$ cat src/rtl/regbank_reader_if.sv
// Output word stream of regbank_reader: captured register value, its address,
// and a valid/ready handshake.
interface regbank_reader_if #(
   parameter int DATA_W = 8,
   parameter int ADDR_W = 3
);
   logic [DATA_W-1:0] out_data;
   logic [ADDR_W-1:0] out_addr;
   logic              out_valid;
   logic              out_ready;

   modport master (
      output out_data,
      output out_addr,
      output out_valid,
      input  out_ready
   );

   modport slave (
      input  out_data,
      input  out_addr,
      input  out_valid,
      output out_ready
   );
endinterface

$ cat src/rtl/regbank_reader.sv
// Burst reader: fetches count consecutive registers (wrapping) from a bank
// and streams them out. Optional XOR checksum under REGBANK_READER_CHKSUM_EN.
module regbank_reader #(
   parameter int DATA_W = 8,
   parameter int ADDR_W = 3
) (
   input  logic                clk,
   input  logic                rst_n,
   input  logic                start,
   input  logic [ADDR_W-1:0]   base_addr,
   input  logic [ADDR_W:0]     count,
   output logic [ADDR_W-1:0]   rb_read_addr,
   input  logic [DATA_W-1:0]   rb_read_data,
   regbank_reader_if.master    stream,
   output logic                busy,
   output logic                done
`ifdef REGBANK_READER_CHKSUM_EN
   ,
   output logic [DATA_W-1:0]   chksum
`endif
);

   localparam int unsigned    DEPTH     = 1 << ADDR_W;
   localparam logic [ADDR_W:0] MAX_COUNT = DEPTH[ADDR_W:0];

   typedef enum logic [1:0] {
      IDLE,
      FETCH,
      SEND,
      DONE
   } state_t;

   state_t              state;
   state_t              next_state;
   logic [ADDR_W-1:0]   pointer;
   logic [ADDR_W:0]     remaining;
   logic [DATA_W-1:0]   data_q;
   logic [ADDR_W-1:0]   addr_q;
   logic                transfer;

   assign transfer = (state == SEND) && stream.out_ready;

   always_ff @(posedge clk or negedge rst_n) begin
      if (!rst_n) begin
         state <= IDLE;
      end else begin
         state <= next_state;
      end
   end

   always_comb begin
      next_state = state;
      case (state)
         IDLE: begin
            if (start) begin
               next_state = (count == '0) ? DONE : FETCH;
            end
         end
         FETCH: next_state = SEND;
         SEND: begin
            if (stream.out_ready) begin
               next_state = (remaining > 1) ? FETCH : DONE;
            end
         end
         DONE: next_state = IDLE;
         default: next_state = IDLE;
      endcase
   end

   // Requests above the bank size are clamped so a burst never re-reads a register.
   always_ff @(posedge clk or negedge rst_n) begin
      if (!rst_n) begin
         pointer   <= '0;
         remaining <= '0;
         data_q    <= '0;
         addr_q    <= '0;
      end else begin
         case (state)
            IDLE: begin
               if (start) begin
                  pointer   <= base_addr;
                  remaining <= (count > MAX_COUNT) ? MAX_COUNT : count;
               end
            end
            FETCH: begin
               data_q <= rb_read_data;
               addr_q <= pointer;
            end
            SEND: begin
               if (stream.out_ready) begin
                  remaining <= remaining - 1'b1;
                  pointer   <= pointer + 1'b1;
               end
            end
            default: ;
         endcase
      end
   end

`ifdef REGBANK_READER_CHKSUM_EN
   always_ff @(posedge clk or negedge rst_n) begin
      if (!rst_n) begin
         chksum <= '0;
      end else if ((state == IDLE) && start) begin
         chksum <= '0;
      end else if (transfer) begin
         chksum <= chksum ^ data_q;
      end
   end
`endif

   assign rb_read_addr     = pointer;
   assign stream.out_data  = data_q;
   assign stream.out_addr  = addr_q;
   assign stream.out_valid = (state == SEND);
   assign busy             = (state != IDLE);
   assign done             = (state == DONE);

endmodule
$ cat src/flat_wrapper.sv
// flat-port wrapper written by rule: the top's interface ports become plain ports
module regbank_reader_flat 
#(
   parameter int DATA_W = 8,
   parameter int ADDR_W = 3
)
  (clk, rst_n, start, base_addr, count, rb_read_addr, rb_read_data, busy, done, stream_out_data, stream_out_addr, stream_out_valid, stream_out_ready);
  regbank_reader_if #(.DATA_W(DATA_W), .ADDR_W(ADDR_W)) stream_i ();
  input  logic clk;
  input  logic rst_n;
  input  logic start;
  input  logic [ADDR_W-1:0] base_addr;
  input  logic [ADDR_W:0] count;
  output logic [ADDR_W-1:0] rb_read_addr;
  input  logic [DATA_W-1:0] rb_read_data;
  output logic busy;
  output logic done;
  output wire logic [$bits(stream_i.out_data)-1:0] stream_out_data;
  output wire logic [$bits(stream_i.out_addr)-1:0] stream_out_addr;
  output wire logic [$bits(stream_i.out_valid)-1:0] stream_out_valid;
  input wire logic [$bits(stream_i.out_ready)-1:0] stream_out_ready;
  assign stream_out_data = stream_i.out_data;
  assign stream_out_addr = stream_i.out_addr;
  assign stream_out_valid = stream_i.out_valid;
  assign stream_i.out_ready = stream_out_ready;
  regbank_reader #(.DATA_W(DATA_W), .ADDR_W(ADDR_W)) u_core (.clk(clk), .rst_n(rst_n), .start(start), .base_addr(base_addr), .count(count), .rb_read_addr(rb_read_addr), .rb_read_data(rb_read_data), .stream(stream_i), .busy(busy), .done(done));
endmodule
$ cat config.mk
export PLATFORM = sky130hd
export DESIGN_NAME = regbank_reader_flat
export DESIGN_NICKNAME = d
export VERILOG_FILES = /design/src/rtl/regbank_reader_if.sv /design/src/rtl/regbank_reader.sv /design/src/flat_wrapper.sv
export SDC_FILE = /design/constraint.sdc
export NUM_CORES = 1
export LEC_CHECK = 0
export CAP_MARGIN = 20
export CORE_ASPECT_RATIO = 0.9
export CORE_MARGIN = 5
export CORE_UTILIZATION = 40
export DETAILED_ROUTE_END_ITERATION = 16
export PLACE_DENSITY = 0.69
export SLEW_MARGIN = 5
export SYNTH_ARGS = -nofsm -noshare
export SYNTH_HDL_FRONTEND = slang
export SYNTH_SLANG_ARGS = --single-unit
$ cat constraint.sdc
create_clock -name clk -period 1.9 [get_ports clk]
set_input_delay 0.19 -clock clk [delete_from_list [all_inputs] [get_ports clk]]
set_output_delay 0.19 -clock clk [all_outputs]
set_load 0.005 [all_outputs]
Word level (Yosys, flattened, before mapping)
Index checks and enable logic that the tools add are counted.

cells by class
  $add $sub $neg = 2
  order comparisons = 2
  mux-type cells = 12
  reduce and logical (&&, ||, !) cells = 6
  eq/ne operators = 5

operator list
  cell                                                                              number
  4-bit two-way mux                                                                 3
  2-bit two-way mux                                                                 4
  2-bit case mux with 4 select lines                                                1
  4-bit case mux with 2 select lines                                                1
  3-bit two-way mux                                                                 2
  3-bit case mux with 2 select lines                                                1
  2-bit equality test (second input constant)                                       2
  4-bit by 1-bit greater-than comparator with 1-bit output (second input constant)  1
  4-bit greater-than comparator (second input constant)                             1
  4-bit logical NOT                                                                 1
  2-bit nonzero test                                                                2
  4-bit by 1-bit subtractor with 4-bit output (second input constant)               1
  3-bit by 1-bit adder with 3-bit output (second input constant)                    1
  3-bit AND reduction                                                               1
  2-bit by 1-bit equality test with 1-bit output (second input constant)            1
  2-bit logical NOT                                                                 1
  2-bit by 1-bit != test with 1-bit output (second input constant)                  1
  2-bit != test (second input constant)                                             1
  2-bit AND reduction                                                               1

storage, ports and cells
  bits in registers = 20
  input bits = 19
  output and inout bits = 17
  logic and storage cells = 32

Depth between registers and ports, before layout
Gate-level depths: netlist of run 1.

  depth after elaboration = 4
  depth in mapped cells = 6
  mapped depth without buffers = 5

Least setup slack after synthesis of run 1
Ideal clock, no wire load.

  path type = flip-flop to flip-flop
  from = register u_core.pointer[0] (netlist: u_core.rb_read_addr[0])
  to = register u_core.pointer[2] (netlist: u_core.rb_read_addr[2])
  period minus slack after synthesis = 1.364 ns
  arrival time = 1.241 ns
  path buffers = 0
  path slack = 0.536 ns
  cell stages (with the launch flop) = 5
  cell sequence = dfrtp_1 > ha_1 > or3b_2 > a31oi_1 > a21oi_1

on the way
  cells in the longest elaborated chain, start to end = 3

RTL lines
  what                                    line                  source
  start, declared                         regbank_reader.sv:35  logic [ADDR_W-1:0] pointer;
  start signal, assigned                  regbank_reader.sv:81  pointer <= base_addr;
  start signal, assigned                  regbank_reader.sv:92  pointer <= pointer + 1'b1;
  3-bit by 1-bit adder with 3-bit output  regbank_reader.sv:92
  3-bit two-way mux                       regbank_reader.sv:90  if (stream.out_ready) begin
  3-bit case mux with 2 select lines      regbank_reader.sv:78  case (state)

No other way between the ends. The select of a mux whose other input is x is not followed.
A chain may end at the register's enable or synchronous reset.

Worst setup path in the final report of run 1
  from = register u_core.state[0]
  to = output stream_out_valid

on the way
  cells in the longest elaborated chain, start to end = 1

RTL lines
  what                    line                   source
  start, declared         regbank_reader.sv:33   state_t state;
  start signal, assigned  regbank_reader.sv:47   state <= next_state;
  2-bit equality test     regbank_reader.sv:115  assign stream.out_valid = (state == SEND);
  end, declared           flat_wrapper.sv:20     output wire logic [$bits(stream_i.out_valid)-1:0] stream_out_valid;

No other way between the ends.

==> impl_metrics.yaml, run 1 <==
outcome:
  status: "completed"
timing:
  min_period_ns: 1.785
  hold_violations: 0
  worst_pin_slew_ns: 0.4747
  period_share_pct: 93.96
  setup_violations: 0
  max_freq_mhz: 560.2
  finalMaxSlewViolations: 0
  rsz0062_at_grt: "no"
  setup_tns_ns: 0
  max_slew_margin_pct: 67.45
  skew_ns: 0.009113
die:
  core_um2: 2425
  row_count: 17
  start_util_pct: 41.59
  dieHeight_um: 57.64
  io_pins: 36
  die-area_um2: 3627
  die_x_um: 62.93
power:
  p_total_w: 0.002164
  swShare_pct: 32.72
  clkPwrFrac_pct: 11.2
  switchingPower_w: 0.0007080
  peakVddDrop_v: 0.0009368
  intPower_w: 0.001456
  p_per_area_nw_per_um2: 1504
  p_leak_nw: 0.6109
  power_frac_comb_pct: 51.1
  pwr-share-seq_pct: 37.6
critical_path:
  worstSetupPathType: "flip-flop to primary output"
  critPathRequiredTime_ns: 1.71
  crit_buf_inv: 2
  cp-start-kind: "flip-flop"
  arrival_ns: 1.60
  endpoint_kind: "primary output"
  crit_path_cell_trace: "nand2b_4, inv_2, clkdlybuf4s50_1"
  cp_slowest_cell: "clkdlybuf4s50_1"
  critical-path-top-delay-family: "buffers and inverters"
  max_stage_delay_ns: 0.51
  r2r_slack_ns: 0.45
  critPathMaxFanout: 8
logic_synthesis:
  synth-main-ff-cell: "dfrtp_1"
  synth_top_area_share_pct: 49.63
  synth_edf_count: 0
  syn_area_um2: 1008
  ys_top_cells_by_area: "dfrtp_1 50%, mux2_2 15%, mux2i_1 4.0%"
  avgSynthCellArea_um2: 12.01
  async_flop_share_pct: 100.0
  ys_warn_count: 0
  netlist_instances: 84
  synth_top_area_cell: "dfrtp_1"
  ys_seq_elements: 20
  synth_cell_types: 33
  synth_nets: 106
  ys_seq_area_share_pct: 49.63
grt:
  grt_max_degree: 21
  antenna_found_initial: 0
  grt_overflow: 0
  grt_pass1_wl_mm: 3.650
  grt_pass1_vias: 792
  grt_use_total_pct: 12.69
cts:
  cts_tree: "built"
  clk_latency_ns: 0.30
  cts.path.max_buffers: 2
  cts_made_buffers: 3
  cts.htree.levels: 1
  holdBufCountCts: 0
  clk_pin_slew_ns: 0.11
  cts_root_buf: "clkbuf_4"
  cts_sinks: 20
route:
  wire_per_inst_um: 15.13
  ant_nets: 0
  drt-total-wl_mm: 2.299
  vias_per_cell: 5.224
  drt_first_pass_iters: 4
  vias: 794
  route.detailed.drc: 0
  drt-initial-drc-count: 11
job:
  maxCapViolations: 0
finish:
  fin_cells: 152
  drive_above_1_share_pct: 25.00
  syn2layout_area_growth_pct: 42.68
  fin_nets: 147
  antenna_cells: 0
worst_hold_path:
  hold_class: "primary input to asynchronous set/reset pin"
place:
  place_congestion: 0.9051
  dp_cells: 145
  port_buffers: 35
  dp_hpwl_mm: 1.776
layer usage:
metal  vias up  track usage (%)  routed length [µm]
met4         0            4.545                  27
met2        24            20.50                1186
met5         -                0                   0
li1        385                -                   -
met1       383            16.26                 932
met3         2            3.682                 152
cells in the final DEF (no fill, tap or decap), types with 3 or more instances in the layout:
| cell type | count |
|---|---|
| ha_1 | 3 |
| o21ai_0 | 7 |
| buf_4 | 5 |
| mux2_2 | 13 |
| a21oi_1 | 3 |
| inv_1 | 4 |
| clkdlybuf4s50_1 | 35 |
| clkbuf_4 | 3 |
| mux2i_1 | 4 |
| dfrtp_1 | 18 |
sequential cells by signal (all words and copies together), names as in the netlist:
signal	cells
u_core.stream.out_data	8
u_core.remaining	4
u_core.rb_read_addr	3
u_core.stream.out_addr	3
u_core.state	2
path summary, 6_finish.rpt:
check | startpoint | endpoint | depth (start not counted)
min reg2reg | u_core.stream.out_addr[1] | u_core.stream.out_addr[1] | 1
min in group clk | base_addr[0] | u_core.rb_read_addr[0] | 3
min | rst_n | u_core.remaining[2] | 2
max in group asynchronous | rst_n | u_core.state[0] | 2
max | u_core.state[0] | stream_out_valid | 3
max reg2reg | u_core.rb_read_addr[0] | u_core.rb_read_addr[2] | 4
logic make-up after synthesis:
logic type	after synthesis	synth area share [%]
adders and majority gates	3	3.722
AOI/OAI and AO/OA	19	12.53
and+or+nand+nor	16	10.67
buffers and inverters	9	4.961
muxes	17	18.49
DFF	20	49.63
synth_stat cells, types with 2 or more instances:
cell type   n
a21oi_1     3
buf_6       2
dfrtp_1    20
ha_1        3
inv_1       4
mux2_2     13
mux2i_1     4
nand2_1     2
nor2_1      2
o21ai_0     7
o22ai_1     2
power by group through the flow:
stage                     registers, W  clock network, W  logic, W
after floorplan               0.000773                 0  0.000620
after global placement        0.000815                 0   0.00106
after detailed placement      0.000828                 0   0.00107
after CTS                     0.000822          0.000253   0.00107
after global routing          0.000847          0.000269   0.00122
final                         0.000815          0.000242   0.00111
per-stage QoR:
stage                     utilization [%]  hold slack (ns)  instance area, µm²  setup WS [ns]
final                               59.34           0.2171                1439         0.1148
after detailed placement            56.81           0.4950                1378         0.3462
after global placement              56.81           0.4884                1378         0.3576
after CTS                           58.36           0.2208                1415        0.02951
after floorplan                         -          -0.1056                1008         0.5363
after global routing                59.34           0.2328                1439        0.02705
repair_timing:
action / CTS / global route
resized for setup: 1 / 1
setup endpoints to repair: 1 / 1
buffers inserted: 0 / 3
pin swaps: 0 / 0
layout make-up:
class,count,area (µm²)
Tap cell,28,35.03
Timing Repair Buffer,40,387.9
Fill cell,221,985.9
Multi-Input combinational cell,55,457.9
Clock buffer,4,36.28
Inverter,5,18.77
Sequential cell,20,503.0
Note: power is estimated with default switching activity, not from simulation.
==> run 2: changes to the inputs <==
- CELL_PAD_IN_SITES_DETAIL_PLACEMENT: not set -> 0
- CELL_PAD_IN_SITES_GLOBAL_PLACEMENT: not set -> 1
- CORE_UTILIZATION: 40 -> 30
- PLACE_DENSITY: 0.69 -> 0.7
- clock period: 1.9 -> 1.56 ns (I/O delays scaled with it)
==> run 2 against run 1 <==
  * Sequential share of layout area is 2.0 points lower
  * First-iteration DRC count increased by 27%
  * Critical path type unchanged
  * Final cell count up 14%
  * Critical endpoint unchanged
  * Hold slack gained 0.027 ns
  * Combinational power increased by 33%
  * Register-to-register slack got worse by 0.36 ns
==> impl_metrics.yaml, run 2 (synthesis results as in run 1) <==
critical_path:
  r2r-end: "u_core.rb_read_addr[0]"
  critPathLaunch: "u_core.state[0]"
  r2r_slack_ns: 0.09
  critPathMaxFanout: 2
  crit_path_cell_trace: "nand2b_4, inv_2, clkdlybuf4s50_1"
  endpoint_kind: "primary output"
  cp-start-kind: "flip-flop"
  worstSetupPathType: "flip-flop to primary output"
  worstSetupEndpoint: "stream_out_valid"
  cp_slowest_cell: "clkdlybuf4s50_1"
  r2r_start: "u_core.state[0]"
  arrival_ns: 1.34
  critPathRequiredTime_ns: 1.40
  reg2reg_depth: 5
  max_stage_delay_ns: 0.49
grt:
  grt_overflow: 0
  grt_max_degree: 21
  grt_pass1_wl_mm: 3.981
  grt_use_total_pct: 10.85
  antenna_found_initial: 0
  grt_pass1_vias: 825
worst_hold_path:
  hold_class: "primary input to asynchronous set/reset pin"
power:
  p_leak_nw: 0.6669
  peakVddDrop_v: 0.0006274
  p_per_area_nw_per_um2: 1845
  p_total_w: 0.002810
timing:
  max_freq_mhz: 668.1
  finalMaxSlewViolations: 0
  setup_violations: 0
  hold_violations: 0
  rsz0062_at_grt: "no"
  worst_pin_slew_ns: 0.3371
  min_period_ns: 1.497
  skew_ns: 0.002571
  period_share_pct: 95.94
  setup_tns_ns: 0
  max_slew_margin_pct: 76.88
finish:
  mostFrequentLayoutCells: "33 x clkdlybuf4s50_1, 19 x dfrtp_1, 13 x mux2_2"
  syn2layout_area_growth_pct: 50.99
  largest_register_ffs: 8
  drive_above_1_share_pct: 27.69
  fin_nets: 153
  final_common_cell: "clkdlybuf4s50_1"
  register_area_um2: 501.7
  multiInputGateArea_um2: 457.9
  antenna_cells: 0
  fillers: 337
cts:
  cts_sinks: 20
  cts.htree.levels: 1
  cts.path.max_buffers: 2
  cts_tree: "built"
  cts_root_buf: "clkbuf_8"
  cts_made_buffers: 3
  clk_pin_slew_ns: 0.07
  clk_latency_ns: 0.25
place:
  dp_hpwl_mm: 1.780
  port_buffers: 35
  place_congestion: 0.7021
route:
  wire_per_inst_um: 13.47
  drt_first_pass_iters: 4
  vias: 809
  ant_nets: 0
  drt-initial-drc-count: 14
  route.detailed.drc: 0
  drt-total-wl_mm: 2.344
  vias_per_cell: 4.649
die:
  die_x_um: 71.12
  die-area_um2: 4623
  io_pins: 36
  row_count: 20
  start_util_pct: 30.53
  core_um2: 3303
  dieHeight_um: 65.01
outcome:
  status: "completed"
job:
  maxCapViolations: 0
## run 2: cell types whose count changed in the layout (fill, tap and decap cells not counted), sizes merged
cell / delta
buf: +6
dlygate4sd2: +1
dlymetal6s2s: +1
clkdlybuf4s50: -2
## run 2: timing repair
| item | in CTS | in global routing |
|---|---|---|
| hold endpoints to repair | 0 | 0 |
| setup buffers | 5 | 0 |
| endpoints found under the setup margin | 3 | 1 |
| hold buffers | 0 | 0 |
| gates resized for setup | 2 | 1 |
## run 2: power breakdown
| part | switching (W) | total, W | internal (W) |
|---|---|---|---|
| Combinational | 0.000556 | 0.00148 | 0.000921 |
| Clock | 0.000162 | 0.000386 | 0.000224 |
| Sequential | 0.000170 | 0.000947 | 0.000777 |
## run 2: worst min path at each step
| stage | startpoint | to | slack, ns | cells past startpoint |
|---|---|---|---|---|
| after floorplan | rst_n | u_core.rb_read_addr[0] | -0.14 | 0 |
| after global placement | u_core.stream.out_data[5] | u_core.stream.out_data[5] | 0.49 | 1 |
| after detailed placement | u_core.stream.out_addr[2] | u_core.stream.out_addr[2] | 0.49 | 1 |
| after CTS | rst_n | u_core.rb_read_addr[0] | 0.25 | 2 |
| after global routing | rst_n | u_core.rb_read_addr[0] | 0.28 | 2 |
| final | rst_n | u_core.rb_read_addr[0] | 0.24 | 2 |
## run 2: per-layer routing
| metal | part of all wire (%) | global-route usage [%] | routed length [µm] | vias up |
|---|---|---|---|---|
| met1 | 47 | 14.55 | 1096 | 391 |
| met2 | 48 | 17.94 | 1130 | 24 |
| met4 | 0.98 | 4.225 | 23 | 0 |
| met3 | 4.0 | 1.085 | 94 | 2 |
| li1 | - | - | - | 392 |
| met5 | 0 | 0 | 0 | - |
## run 2: cell type report
class,count,area share [%]
flip-flops and latches,20,32.95
clock buffers,4,3.615
well taps,44,3.615
repair buffers,46,28.51
inverters,5,1.233
multi-input cells,55,30.07
## run 2: critical path: cells and delay by family, from the launching register on
kind | cells | cell delay (ns)
buf+inv | 2 | 0.54
flops | 1 | 0.39
simple gates | 1 | 0.16
## run 2: through the flow
step                      cells  cell area (µm²)  setup slack [ns]  hold slack [ns]  utilization [%]
final                       174             1523           0.06333           0.2444            46.10
after global routing        174             1523          0.009482           0.2843            46.10
after CTS                   174             1520           0.03173           0.2544            46.02
after detailed placement    165             1428            0.1103           0.4943            43.22
after global placement      165             1428            0.1291           0.4896            43.22
after floorplan              84             1008            0.1963          -0.1396                -
==> run 3: changes to the inputs <==
- CORE_UTILIZATION: 30 -> 33
- PLACE_DENSITY: 0.7 -> 0.73
- clock period: 1.56 -> 1.45 ns (I/O delays scaled with it)
==> run 3 against run 2 <==
  * Die area down 7.8%
  * Clock skew is 0.0061 ns higher
  * Clock power down 32%
  * Via count up 1.9%
  * Combinational power grew 13%
  * Critical path depth is 1 higher
  * Power is 4.9% higher
  * Wire length shrank 0.13%
  * Worst setup slack lost 0.015 ns
  * Non-clock buffer count increased by 4
  * Largest cell class unchanged
  * Largest power group unchanged
==> impl_metrics.yaml, run 3 (synthesis results as in run 1) <==
outcome:
  status: "completed"
timing:
  worst_pin_slew_ns: 0.2602
  hold_ws_ns: 0.1752
  setup_tns_ns: 0
  period_share_pct: 96.69
  min_period_ns: 1.402
  max_slew_margin_pct: 82.31
  hold_violations: 0
  skew_ns: 0.008625
  rsz0062_at_grt: "no"
  finalMaxSlewViolations: 0
  max_freq_mhz: 713.3
  setup_violations: 0
grt:
  grt_max_degree: 21
  gr-usage-met1_pct: 16.72
  grt_use_total_pct: 11.94
  grt_pass1_wl_mm: 3.926
  grt_pass1_vias: 851
  grtUsageMet2_pct: 17.81
  grt-busiest-layer: "met2"
  grt_overflow: 0
  antenna_found_initial: 0
  use_met3_pct: 3.597
critical_path:
  critPathRequiredTime_ns: 1.68
  arrival_ns: 1.63
  r2r_start: "u_core.state[1]"
  endpoint_kind: "flip-flop"
  cp-start-kind: "flip-flop"
  reg2reg_depth: 4
  critPathLaunch: "u_core.state[1]"
  critPathMaxFanout: 7
  worstSetupPathType: "flip-flop to flip-flop"
  r2r_slack_ns: 0.05
die:
  die-area_um2: 4263
  row_count: 19
  die_x_um: 68.27
  start_util_pct: 33.67
  dieHeight_um: 62.45
  core_um2: 2995
  io_pins: 36
finish:
  fin_nets: 157
  drive_above_1_share_pct: 31.58
  fillers: 293
  syn2layout_area_growth_pct: 51.61
  mostFrequentLayoutCells: "30 x clkdlybuf4s50_1, 19 x dfrtp_1, 14 x buf_4"
  largest_register_ffs: 8
  final_common_cell: "clkdlybuf4s50_1"
  fin_util_pct: 51.04
  antenna_cells: 0
power:
  p_per_area_nw_per_um2: 1928
  p_leak_nw: 0.6895
  peakVddDrop_v: 0.0009761
route:
  route.detailed.drc: 0
  vias_per_cell: 4.709
  ant_nets: 0
  vias: 824
  drt_first_pass_iters: 4
  drt-total-wl_mm: 2.341
  wire_per_inst_um: 13.38
  drt-initial-drc-count: 42
cts:
  cts_sinks: 20
  clk_latency_ns: 0.30
  holdBufCountCts: 0
  cts.path.max_buffers: 2
  clk_pin_slew_ns: 0.11
  cts_root_buf: "clkbuf_4"
  cts.htree.levels: 1
  cts_tree: "built"
  cts_made_buffers: 3
job:
  maxCapViolations: 0
place:
  dp_hpwl_mm: 1.779
  port_buffers: 35
  place_congestion: 0.7905
worst_hold_path:
  hold_class: "primary input to asynchronous set/reset pin"
## run 3: cell count changes in the layout (fill, tap and decap cells not counted), sizes merged
cell / previous run / this run
dlymetal6s2s: 1 / 2
clkbuf: 4 / 5
buf: 11 / 15
clkdlybuf4s50: 33 / 30
## run 3: critical path, cell delays in order, from the launching register on
cell and delay (ns):
dfrtp_2 0.47, buf_4 0.17, mux2i_2 0.17, or4_4 0.43, o211ai_2 0.08
## run 3: per-stage QoR
step                      instances  setup slack [ns]  power, W  area, µm²
after global placement          166           0.04505  0.002578       1448
after global routing            175          0.005769  0.003186       1529
after detailed placement        166           0.02550  0.002600       1448
after CTS                       172         0.0004694  0.002926       1500
final                           175           0.04803  0.002947       1529
after floorplan                  84           0.08633  0.001825       1008
## run 3: final cells by class
cell class / instances / area (µm²) / area share, %
Sequential cell: 20 / 501.7 / 32.81
Inverter: 5 / 21.27 / 1.391
Tap cell: 42 / 52.55 / 3.437
Clock buffer: 3 / 22.52 / 1.473
Multi-Input combinational cell: 55 / 470.5 / 30.77
Timing Repair Buffer: 50 / 460.4 / 30.11
## run 3: routing by layer
metal	wire [µm]	up-vias	share of wire [%]
met1	1076	398	46
met2	1158	19	49
met3	90	2	3.8
met4	16	0	0.68
met5	0	-	0
li1	-	405	-
## run 3: power by group
part | leakage (nW) | switching (W) | internal (W)
clock | 0.0138 | 0.000166 | 0.0000969
combinational | 0.438 | 0.000629 | 0.00105
sequential | 0.237 | 0.000177 | 0.000834
total | 0.690 | 0.000971 | 0.00198
## run 3: what timing repair did
action	4_1_cts	5_1_grt
setup buffers	3	3
gates resized for setup	8	7
endpoints found under the setup margin	3	15
## run 3: path summary, 6_finish.rpt
kind	end
worst max-delay path	u_core.rb_read_addr[0]
worst min-delay path	u_core.stream.out_data[4]
worst max register to register	u_core.rb_read_addr[0]
worst min register to register	u_core.stream.out_data[0]
max in group asynchronous	u_core.state[1]
min in group clk	u_core.rb_read_addr[0]
